<file path="config.mk">
export PLATFORM = sky130hd
export DESIGN_NAME = cii_char_grid_mapper
export DESIGN_NICKNAME = d
export VERILOG_FILES = /design/src/rtl/cii_char_grid_mapper.sv
export SDC_FILE = /design/constraint.sdc
export NUM_CORES = 1
export LEC_CHECK = 0
export CORE_ASPECT_RATIO = 2
export CORE_MARGIN = 2
export CORE_UTILIZATION = 52
export CTS_CLUSTER_SIZE = 10
export DETAILED_ROUTE_END_ITERATION = 7
export PLACE_DENSITY = 0.77
export SETUP_SLACK_MARGIN = 0.2
export SLEW_MARGIN = 10
export SYNTH_ARGS = -nofsm -noshare
export SYNTH_HDL_FRONTEND = slang
export SYNTH_SLANG_ARGS = --single-unit
</file>
<file path="constraint.sdc">
create_clock -name clk -period 7 [get_ports clk]
set_input_delay 1.4 -clock clk [delete_from_list [all_inputs] [get_ports clk]]
set_output_delay 1.4 -clock clk [all_outputs]
set_load 0.02 [all_outputs]
</file>
<file path="src/rtl/cii_char_grid_mapper.sv">
// Character-grid mapper: turns the VGA scan position into character column/row,
// glyph pixel offsets and a linear character-RAM address. Each axis runs a small
// lock FSM that tracks the scan by +1 steps only. Any discontinuity drops lock
// until the next grid origin, so counters never drift out of step with the beam.
module cii_char_grid_mapper #(
  parameter int CHARW = 70,
  parameter int CHARH = 30,
  parameter int PIXW  = 9,
  parameter int PIXH  = 16,
  parameter int X_OFF = 5,
  parameter int Y_OFF = 0,
  parameter int AW    = 10,
  parameter int CXW   = 7,
  parameter int CYW   = 5,
  parameter int PW    = 4,
  parameter int CAW   = 12
) (
  input  logic           clk,
  input  logic           rst,
  input  logic           pix_en,
  input  logic [AW-1:0]  h_addr,
  input  logic [AW-1:0]  v_addr,
  input  logic [CYW-1:0] scroll_row,
  output logic [CXW-1:0] char_x,
  output logic [CYW-1:0] char_y,
  output logic [PW-1:0]  pixel_x,
  output logic [PW-1:0]  pixel_y,
  output logic [CAW-1:0] char_addr,
  output logic           in_grid,
  output logic           out_valid
);

  typedef enum logic {UNLOCKED = 1'b0, LOCKED = 1'b1} lock_e;

  // Offsets are subtracted in AW+1 bits. An address below the origin then wraps
  // to a value >= 2^AW, so a single unsigned "< span" test covers both edges.
  localparam logic [AW:0]  X_OFF_W  = (AW+1)'(X_OFF);
  localparam logic [AW:0]  Y_OFF_W  = (AW+1)'(Y_OFF);
  localparam logic [AW:0]  H_SPAN   = (AW+1)'(CHARW*PIXW);
  localparam logic [AW:0]  V_SPAN   = (AW+1)'(CHARH*PIXH);
  localparam logic [AW:0]  ONE_W    = (AW+1)'(1);
  localparam logic [PW-1:0] PX_LAST = PW'(PIXW-1);
  localparam logic [PW-1:0] PY_LAST = PW'(PIXH-1);
  localparam logic [CYW:0] CHARH_W  = (CYW+1)'(CHARH);

  lock_e          h_st, h_st_n, v_st, v_st_n;
  logic [AW-1:0]  last_h, last_v;
  logic [PW-1:0]  px, px_n, py, py_n;
  logic [CXW-1:0] cx, cx_n;
  logic [CYW-1:0] row, row_n, scr, scr_n;

  logic [AW:0]    h_rel, v_rel;
  logic           h_in, v_in, h_step, h_rep, v_step, v_new, scr_ok;
  logic [CYW:0]   ysum;
  logic [CYW-1:0] cy_n;
  logic [CAW-1:0] addr_n;
  logic           grid_n;

  assign h_rel  = {1'b0, h_addr} - X_OFF_W;
  assign v_rel  = {1'b0, v_addr} - Y_OFF_W;
  assign h_in   = h_rel < H_SPAN;
  assign v_in   = v_rel < V_SPAN;
  assign h_step = {1'b0, h_addr} == ({1'b0, last_h} + ONE_W);
  assign h_rep  = h_addr == last_h;
  assign v_step = {1'b0, v_addr} == ({1'b0, last_v} + ONE_W);
  assign v_new  = v_addr != last_v;
  assign scr_ok = {1'b0, scroll_row} < CHARH_W;

  // Horizontal lock: origin relocks, +1 advances, a repeat holds, anything else drops
  always_comb begin
    h_st_n = h_st;
    px_n   = px;
    cx_n   = cx;
    if (h_rel == '0) begin
      h_st_n = LOCKED;
      px_n   = '0;
      cx_n   = '0;
    end else if (!h_in) begin
      h_st_n = UNLOCKED;
      px_n   = '0;
      cx_n   = '0;
    end else if (h_st == LOCKED && h_step) begin
      if (px == PX_LAST) begin
        px_n = '0;
        cx_n = cx + 1'b1;
      end else begin
        px_n = px + 1'b1;
      end
    end else if (h_st == LOCKED && h_rep) begin
      px_n = px;
    end else begin
      h_st_n = UNLOCKED;
      px_n   = '0;
      cx_n   = '0;
    end
  end

  // Vertical lock: only moves when the line number changes; scroll is captured at frame top
  always_comb begin
    v_st_n = v_st;
    py_n   = py;
    row_n  = row;
    scr_n  = scr;
    if (v_new) begin
      if (v_rel == '0) begin
        v_st_n = LOCKED;
        py_n   = '0;
        row_n  = '0;
        scr_n  = scr_ok ? scroll_row : '0;
      end else if (v_in && v_st == LOCKED && v_step) begin
        if (py == PY_LAST) begin
          py_n  = '0;
          row_n = row + 1'b1;
        end else begin
          py_n = py + 1'b1;
        end
      end else begin
        v_st_n = UNLOCKED;
        py_n   = '0;
        row_n  = '0;
      end
    end
  end

  // Scrolled row wraps with a single conditional subtract; address is a constant multiply
  always_comb begin
    ysum   = {1'b0, row_n} + {1'b0, scr_n};
    cy_n   = (ysum >= CHARH_W) ? CYW'(ysum - CHARH_W) : CYW'(ysum);
    addr_n = CAW'(cy_n) * CAW'(CHARW) + CAW'(cx_n);
    grid_n = (h_st_n == LOCKED) && (v_st_n == LOCKED);
  end

  // State and registered outputs; everything holds on cycles without pix_en
  always_ff @(posedge clk or negedge rst) begin
    if (!rst) begin
      h_st      <= UNLOCKED;
      v_st      <= UNLOCKED;
      last_h    <= '1;
      last_v    <= '1;
      px        <= '0;
      cx        <= '0;
      py        <= '0;
      row       <= '0;
      scr       <= '0;
      char_x    <= '0;
      char_y    <= '0;
      pixel_x   <= '0;
      pixel_y   <= '0;
      char_addr <= '0;
      in_grid   <= 1'b0;
      out_valid <= 1'b0;
    end else begin
      out_valid <= pix_en;
      if (pix_en) begin
        h_st      <= h_st_n;
        v_st      <= v_st_n;
        last_h    <= h_addr;
        last_v    <= v_addr;
        px        <= px_n;
        cx        <= cx_n;
        py        <= py_n;
        row       <= row_n;
        scr       <= scr_n;
        in_grid   <= grid_n;
        char_x    <= grid_n ? cx_n   : '0;
        char_y    <= grid_n ? cy_n   : '0;
        pixel_x   <= grid_n ? px_n   : '0;
        pixel_y   <= grid_n ? py_n   : '0;
        char_addr <= grid_n ? addr_n : '0;
      end
    end
  end

endmodule

</file>
After elaboration in Yosys (flattened, before gate mapping)

Index checks and enable logic that the tools add are counted.
W data, S select, Z words.

Memory bits (writable): 0
Input port bits: 28
ROM bits: 0
Memories: 0
Output and inout bits: 34
Word-level logic and storage cells: 78
Register bits: 81
Latch bits: 0

$lt $le $gt $ge: 4
Multiply operators: 1
Reduce and logical (&&, ||, !) cells: 7
Equality and inequality tests: 6
Div/mod/pow operators: 0
Muxes and demuxes: 34
Bitwise gates (word level): 0
Shift operators: 0
$add $sub $neg: 10

Operator list:

| kind                    | number |
|---|---|
| $mux W5                 | 9 |
| $mux W4                 | 11 |
| $mux W7                 | 6 |
| $add A10 B1 Y11 const B | 2 |
| $eq A10 B11 Y1          | 2 |
| $logic_not A11 Y1       | 2 |
| $add A12 B7 Y12         | 1 |
| $mux W12                | 1 |
| $lt A11 B10 Y1 const B  | 1 |
| $mul A5 B6 Y11 const B  | 1 |
| $sub A10 B3 Y11 const B | 1 |
| $eq A10 B10 Y1          | 1 |
| $lt A10 B9 Y1 const B   | 1 |
| $ne A10 B10 Y1          | 1 |
| $add A4 B1 Y4 const B   | 2 |
| $eq A4 B4 Y1 const B    | 2 |
| $add A7 B1 Y7 const B   | 1 |
| $mux W1                 | 7 |
| $add A5 B5 Y6           | 1 |
| $ge A6 B5 Y1 const B    | 1 |
| $add A5 B1 Y5 const B   | 1 |
| $logic_and A1 B1 Y1     | 5 |
| $lt A5 B5 Y1 const B    | 1 |
| $sub A5 B5 Y5 const B   | 1 |

Logic depth before layout (Yosys ltp)

Depth after elaboration: 12
Depth in mapped cells: 30
Depth with buffers taken out: 30

Worst setup path after synthesis

Ideal clock, no wire load.

Kind: input port to flip-flop
From: input v_addr[9]
To: register char_addr[11]
Stages: 26
Setup slack: -0.518 ns
Path buffers: 1
Arrival time: 7.451 ns
Data required time: 6.934 ns
Setup time: 0.066 ns
Path through: xor2_1 a31o_2 a2111oi_0 and3_1 nand4_1 clkbuf_1 o21ai_0 ha_1 a21o_1 a211o_1 and4_1 and4b_1 a311oi_1 inv_1 ha_1 ha_1 fa_1 ha_1 nand2_1 o21ba_2 xnor2_1 and3b_1 nand4bb_1 or3_1 nand3_1 a22o_1

Longest elaborated chain between the ends: 12
Elaborated cells between the ends (all ways): 22
Those cells by class: add/sub (3); mul (1); order compare (2); eq/ne (2); mux (10); reduce/logical (4)

Ends and longest elaborated chain:

| item                                          | RTL line | text |
|---|---|---|
| start, declared                               | 22       | `input logic [AW-1:0] v_addr,` |
| $lt A10 B9 Y1                                 | 62       | `assign v_in = v_rel < V_SPAN;` |
| $logic_and A1 B1 Y1 (2 in a row)              | 110      | `end else if (v_in && v_st == LOCKED && v_step) begin` |
| $mux W5                                       | 110      |  |
| $mux W5                                       | 105      | `if (v_rel == '0) begin` |
| $mux W5 *                                     | 104      | `if (v_new) begin` |
| named net row_n[1]                            | 50       | `logic [CYW-1:0] row, row_n, scr, scr_n;` |
| $add A5 B5 Y6 *                               | 127      | `ysum = {1'b0, row_n} + {1'b0, scr_n};` |
| $sub A5 B5 Y5 or $ge A6 B5 Y1 (tied branches) | 128      | `cy_n = (ysum >= CHARH_W) ? CYW'(ysum - CHARH_W) : CYW'(ysum);` |
| $mux W5 *                                     | 128      |  |
| $mul A5 B6 Y11 *                              | 129      | `addr_n = CAW'(cy_n) * CAW'(CHARW) + CAW'(cx_n);` |
| $add A12 B7 Y12 *                             | 129      |  |
| $mux W12 *                                    | 169      | `char_addr <= grid_n ? addr_n : '0;` |
| end signal, assigned                          | 169      |  |
| end, declared                                 | 28       | `output logic [CAW-1:0] char_addr,` |

Mark *: on every way through the listed nets, which the timed path passes. The rest lies on a longest branch.
A chain may end at the register's enable or synchronous reset.

Worst setup path after layout

Ends and elaborated chain as after synthesis.

==> out/summary.log <==
[setup_path] largest fanout of any net on the critical path 5
[timing] Hold Vio Cnt, Final 0
[timing] period utilisation layout 95.6%
[die] die boundary height 154 um
[pwr] Static Leakage 0.00320 uW
[routing] remaining design rule violation count 0
[global_routing] number of antenna violations at the first check in global routing 0
[clock_tree] clock sinks 80
[clock_tree] clock transition at the registers of the reported paths 60 ps
[yosys] Yosys cell types 77
[setup_path] startpoint kind of the worst setup timing path input port
[routing] ratio of routed vias to standard cells 6.04
[yosys] compound-cell area share of the yosys netlist 20.8%
[routing] mean routed wirelength per cell 17.6 um
[timing] setup ws final 309 ps
[pwr] part of the power in the clock network 27.9%
[layout] net total in the final layout 805
[clock_tree] clock tree from TritonCTS yes
[timing] number of slew-limit violations in the final report 0
[setup_path] data required time of the worst path 7270 ps
[die] I/O pin cnt 62
[pwr] net switching share of the total power 32.6%
[global_routing] global-route wire length before repair 25.9 mm
[die] Die Area 12200 sq um
[setup_path] Worst path slowest cell a2111oi_4
[flow_run] max-cap violations 0
[pwr] Sw Pwr 599 uW
[die] row count 55
[global_routing] total routing usage reported by global routing 26.4%
[routing] Post-Route WL 15.6 mm
[clock_tree] H-tree depth 3
[yosys] share of the synthesized netlist area taken by xor and xnor gates 7.14%
[die] Die W 79.2 um
[layout] most used cells in the layout excluding fill and tap cells buf_4 (68), dfrtp_1 (60), nand2_1 (49), clkdlybuf4s50_1 (49), o21ai_0 (31)
[layout] most common library cell in the layout ignoring fill and taps buf_4
[global_routing] vias in the first global route 5305
[timing] setup repair after global routing missed its margin yes
[die] initial core utilization 52.8%
[timing] setup total negative slack 0 ps
[clock_tree] clock network latency to the later pin of the worst-skew pair 340 ps
[layout] share of cells above drive strength 1 31.0%
[timing] Final Skew 10.8 ps
[yosys] proportion of register bits with asynchronous set or reset after synthesis 100%
[yosys] Post-Synth Adder-Cell Area 8.03%
[pwr] power per unit of standard cell area 235 nW/um^2
[setup_path] CP max stage delay 350 ps
[outcome] result of the run finished, final reports clean
[global_routing] Overflow after GRT 0
[layout] signed area change from the synthesized netlist to the final layout 32.7%
[placed_design] gpl congestion 0.861
[yosys] Syn. warnings 0
[yosys] netlist area before placement 5890 sq um
[timing] endpoints failing setup 0
[timing] highest achievable clock rate 149 MHz
[yosys] multiplexer area fraction after synthesis 6.21%
[worst_hold_path] worst hold path class reg -> reg
[pwr] sequential fraction of design power 27.9%
[pwr] IR Drop Worst-Case VDD 0.236 mV
[timing] slew at the pin with the worst max-slew slack 816 ps
[yosys] number of enable-type register cells in the synthesized netlist 0
[layout] core occupancy in the finished layout 70.1%
[clock_tree] Max Buffers Root-to-Sink 2
[routing] number of search-and-repair iterations in the first detailed-routing pass 5
[clock_tree] CTS Hold Bufs 0
[timing] hold_ws 486 ps
[die] core outline area 11100 sq um
[routing] number of nets still failing antenna checks after routing 0
[clock_tree] TritonCTS Buffers 9
[timing] shortest period the worst path allows 6690 ps
[layout] number of diodes added for antenna fixing 0
[yosys] ys flop type dfrtp_1
[yosys] largest family of logic cells by synthesized area compound AO/OA/AOI/OAI gates
[yosys] #FFs+latches synth 80
[yosys] mean instance size in the synthesized netlist 9.42 sq um
[yosys] sequential-to-total area share from yosys stat 34.4%
[placed_design] placement-stage worst setup slack -609 ps
[setup_path] Worst path most repeated cell ha_4
[setup_path] kind of capture point of the worst setup path register
[pwr] internal cell power 1240 uW
[global_routing] pin count of the biggest net entering global routing 72
[setup_path] critical path arrival 6960 ps
[placed_design] DP Wirelength 10.6 mm
[yosys] simple-gate portion of the synthesized area 19.9%
[clock_tree] CTS root buf clkbuf_16
[placed_design] number of I/O port buffers 61
[routing] drt first-iter violations 507
[placed_design] dpl cell area 7140 sq um
[routing] via count 5361
[yosys] number of nets produced by synthesis 689
[timing] relative max-transition margin 45.6%
[yosys] post-synthesis instance total 625
[setup_path] Worst Path Class, Setup in -> reg
[layout] post-route standard cell area excluding fillers 7810 sq um
[pwr] combinational share of power 44.1%
-- metrics by stage --
| step | instances | total power, uW |
|---|---|---|
| after floorplan | 625 | 992 |
| final | 888 | 1840 |
| after detailed placement | 861 | 1240 |
| after CTS | 885 | 1800 |
| after global placement | 861 | 1210 |
| after global routing | 888 | 1950 |
-- cell type report --
class / count / area, sq um
clock inverter: 4 / 70.1
tap: 142 / 178
inverter: 19 / 71.3
multi-input combinational: 496 / 4060
clock buffer: 12 / 246
sequential: 80 / 2030
timing repair buffer: 135 / 1160
fill: 829 / 3340
-- power by group through the flow --
stage / Clock [uW] / Sequential [uW] / Combinational (uW)
6_report: 513 / 513 / 810
5_1_grt: 540 / 516 / 897
4_1_cts: 518 / 512 / 768
3_5_place_dp: 0 / 519 / 717
3_3_place_gp: 0 / 517 / 694
2_1_floorplan: 0 / 510 / 482
-- critical path: cells and delay by family --
kind | cells | cell delay, ps
and+or+nand+nor | 9 | 1470
AOI/OAI and AO/OA | 10 | 1820
buffers and inverters | 5 | 640
xor gates and xnor gates | 2 | 290
adders and majority gates | 5 | 1310
-- final timing paths --
path,from,to,slack (ps),depth (start not counted)
hold / removal,in_grid$_DFFE_PN0P_,in_grid$_DFFE_PN0P_,490,1
max in group asynchronous,rst,char_addr[2]$_DFFE_PN0P_,5020,2
min in group asynchronous,rst,last_h[3]$_DFFE_PN1P_,1150,1
hold reg to reg,in_grid$_DFFE_PN0P_,in_grid$_DFFE_PN0P_,490,1
setup / recovery,v_addr[9],char_addr[11]$_DFFE_PN0P_,310,31
setup reg to reg,last_v[0]$_DFFE_PN1P_,char_addr[11]$_DFFE_PN0P_,710,30
-- synth_stat cells, types with 4 or more instances --
| cell type | number | share of area, % |
|---|---|---|
| o22ai_1 | 4 | 0.43 |
| o31ai_1 | 8 | 1.0 |
| nand2b_1 | 4 | 0.43 |
| ha_1 | 33 | 7.0 |
| or2_2 | 4 | 0.43 |
| a32o_1 | 5 | 0.85 |
| o21ai_0 | 40 | 3.4 |
| nor4_1 | 7 | 0.74 |
| mux2_2 | 28 | 5.4 |
| inv_1 | 18 | 1.1 |
| a211o_1 | 5 | 0.74 |
| nand2_1 | 50 | 3.2 |
| o2bb2ai_1 | 12 | 1.8 |
| nor3_1 | 10 | 0.85 |
| nor2b_1 | 21 | 2.2 |
| dfstp_2 | 20 | 8.9 |
| nand3_1 | 27 | 2.3 |
| a31o_2 | 7 | 1.0 |
| buf_2 | 5 | 0.43 |
| a21o_1 | 6 | 0.77 |
| a21oi_1 | 26 | 2.2 |
| a31oi_1 | 10 | 1.1 |
| nor2_1 | 27 | 1.7 |
| xor2_1 | 18 | 2.7 |
| nand4_1 | 17 | 1.8 |
| and3_1 | 6 | 0.64 |
| mux2i_1 | 5 | 0.85 |
| and2_1 | 7 | 0.74 |
| buf_4 | 4 | 0.51 |
| dfrtp_1 | 60 | 26 |
| xnor2_1 | 30 | 4.5 |
| clkbuf_1 | 21 | 1.3 |
| and4_1 | 7 | 1.0 |
| o211ai_1 | 4 | 0.51 |
-- sequential cells by signal, indices dropped and copies added, names as in the netlist --
| register | cells |
|---|---|
| char_addr | 11 |
| last_v | 10 |
| cx | 7 |
| py | 4 |
| v_st | 1 |
| char_x | 7 |
| pixel_x | 4 |
| last_h | 10 |
| pixel_y | 4 |
| scr | 5 |
| row | 5 |
| in_grid | 1 |
| h_st | 1 |
| char_y | 5 |
| out_valid | 1 |
| px | 4 |
-- cells by family (layout without fill, tap and decap cells) --
family          Yosys count  in the layout
simple gates            212            212
xor+xnor                 48             48
fa+ha+maj                36             36
buf+inv                  49            170
compound gates          167            167
flops                    80             80
mux                      33             33
-- what timing repair did --
action / in CTS / in global routing
setup buffers: 7 / 3
cloned: 1 / 0
endpoints found under the setup margin: 6 / 6
pin swaps: 24 / 19
gates resized for setup: 43 / 52
-- metal layers --
metal / track usage (%) / share of wire [%]
met2: 45.7 / 53
met1: 33.3 / 42
met5: 0 / 0
met4: 8.54 / 2.2
met3: 4.03 / 3.3
Power figures use the tool's default switching activity.
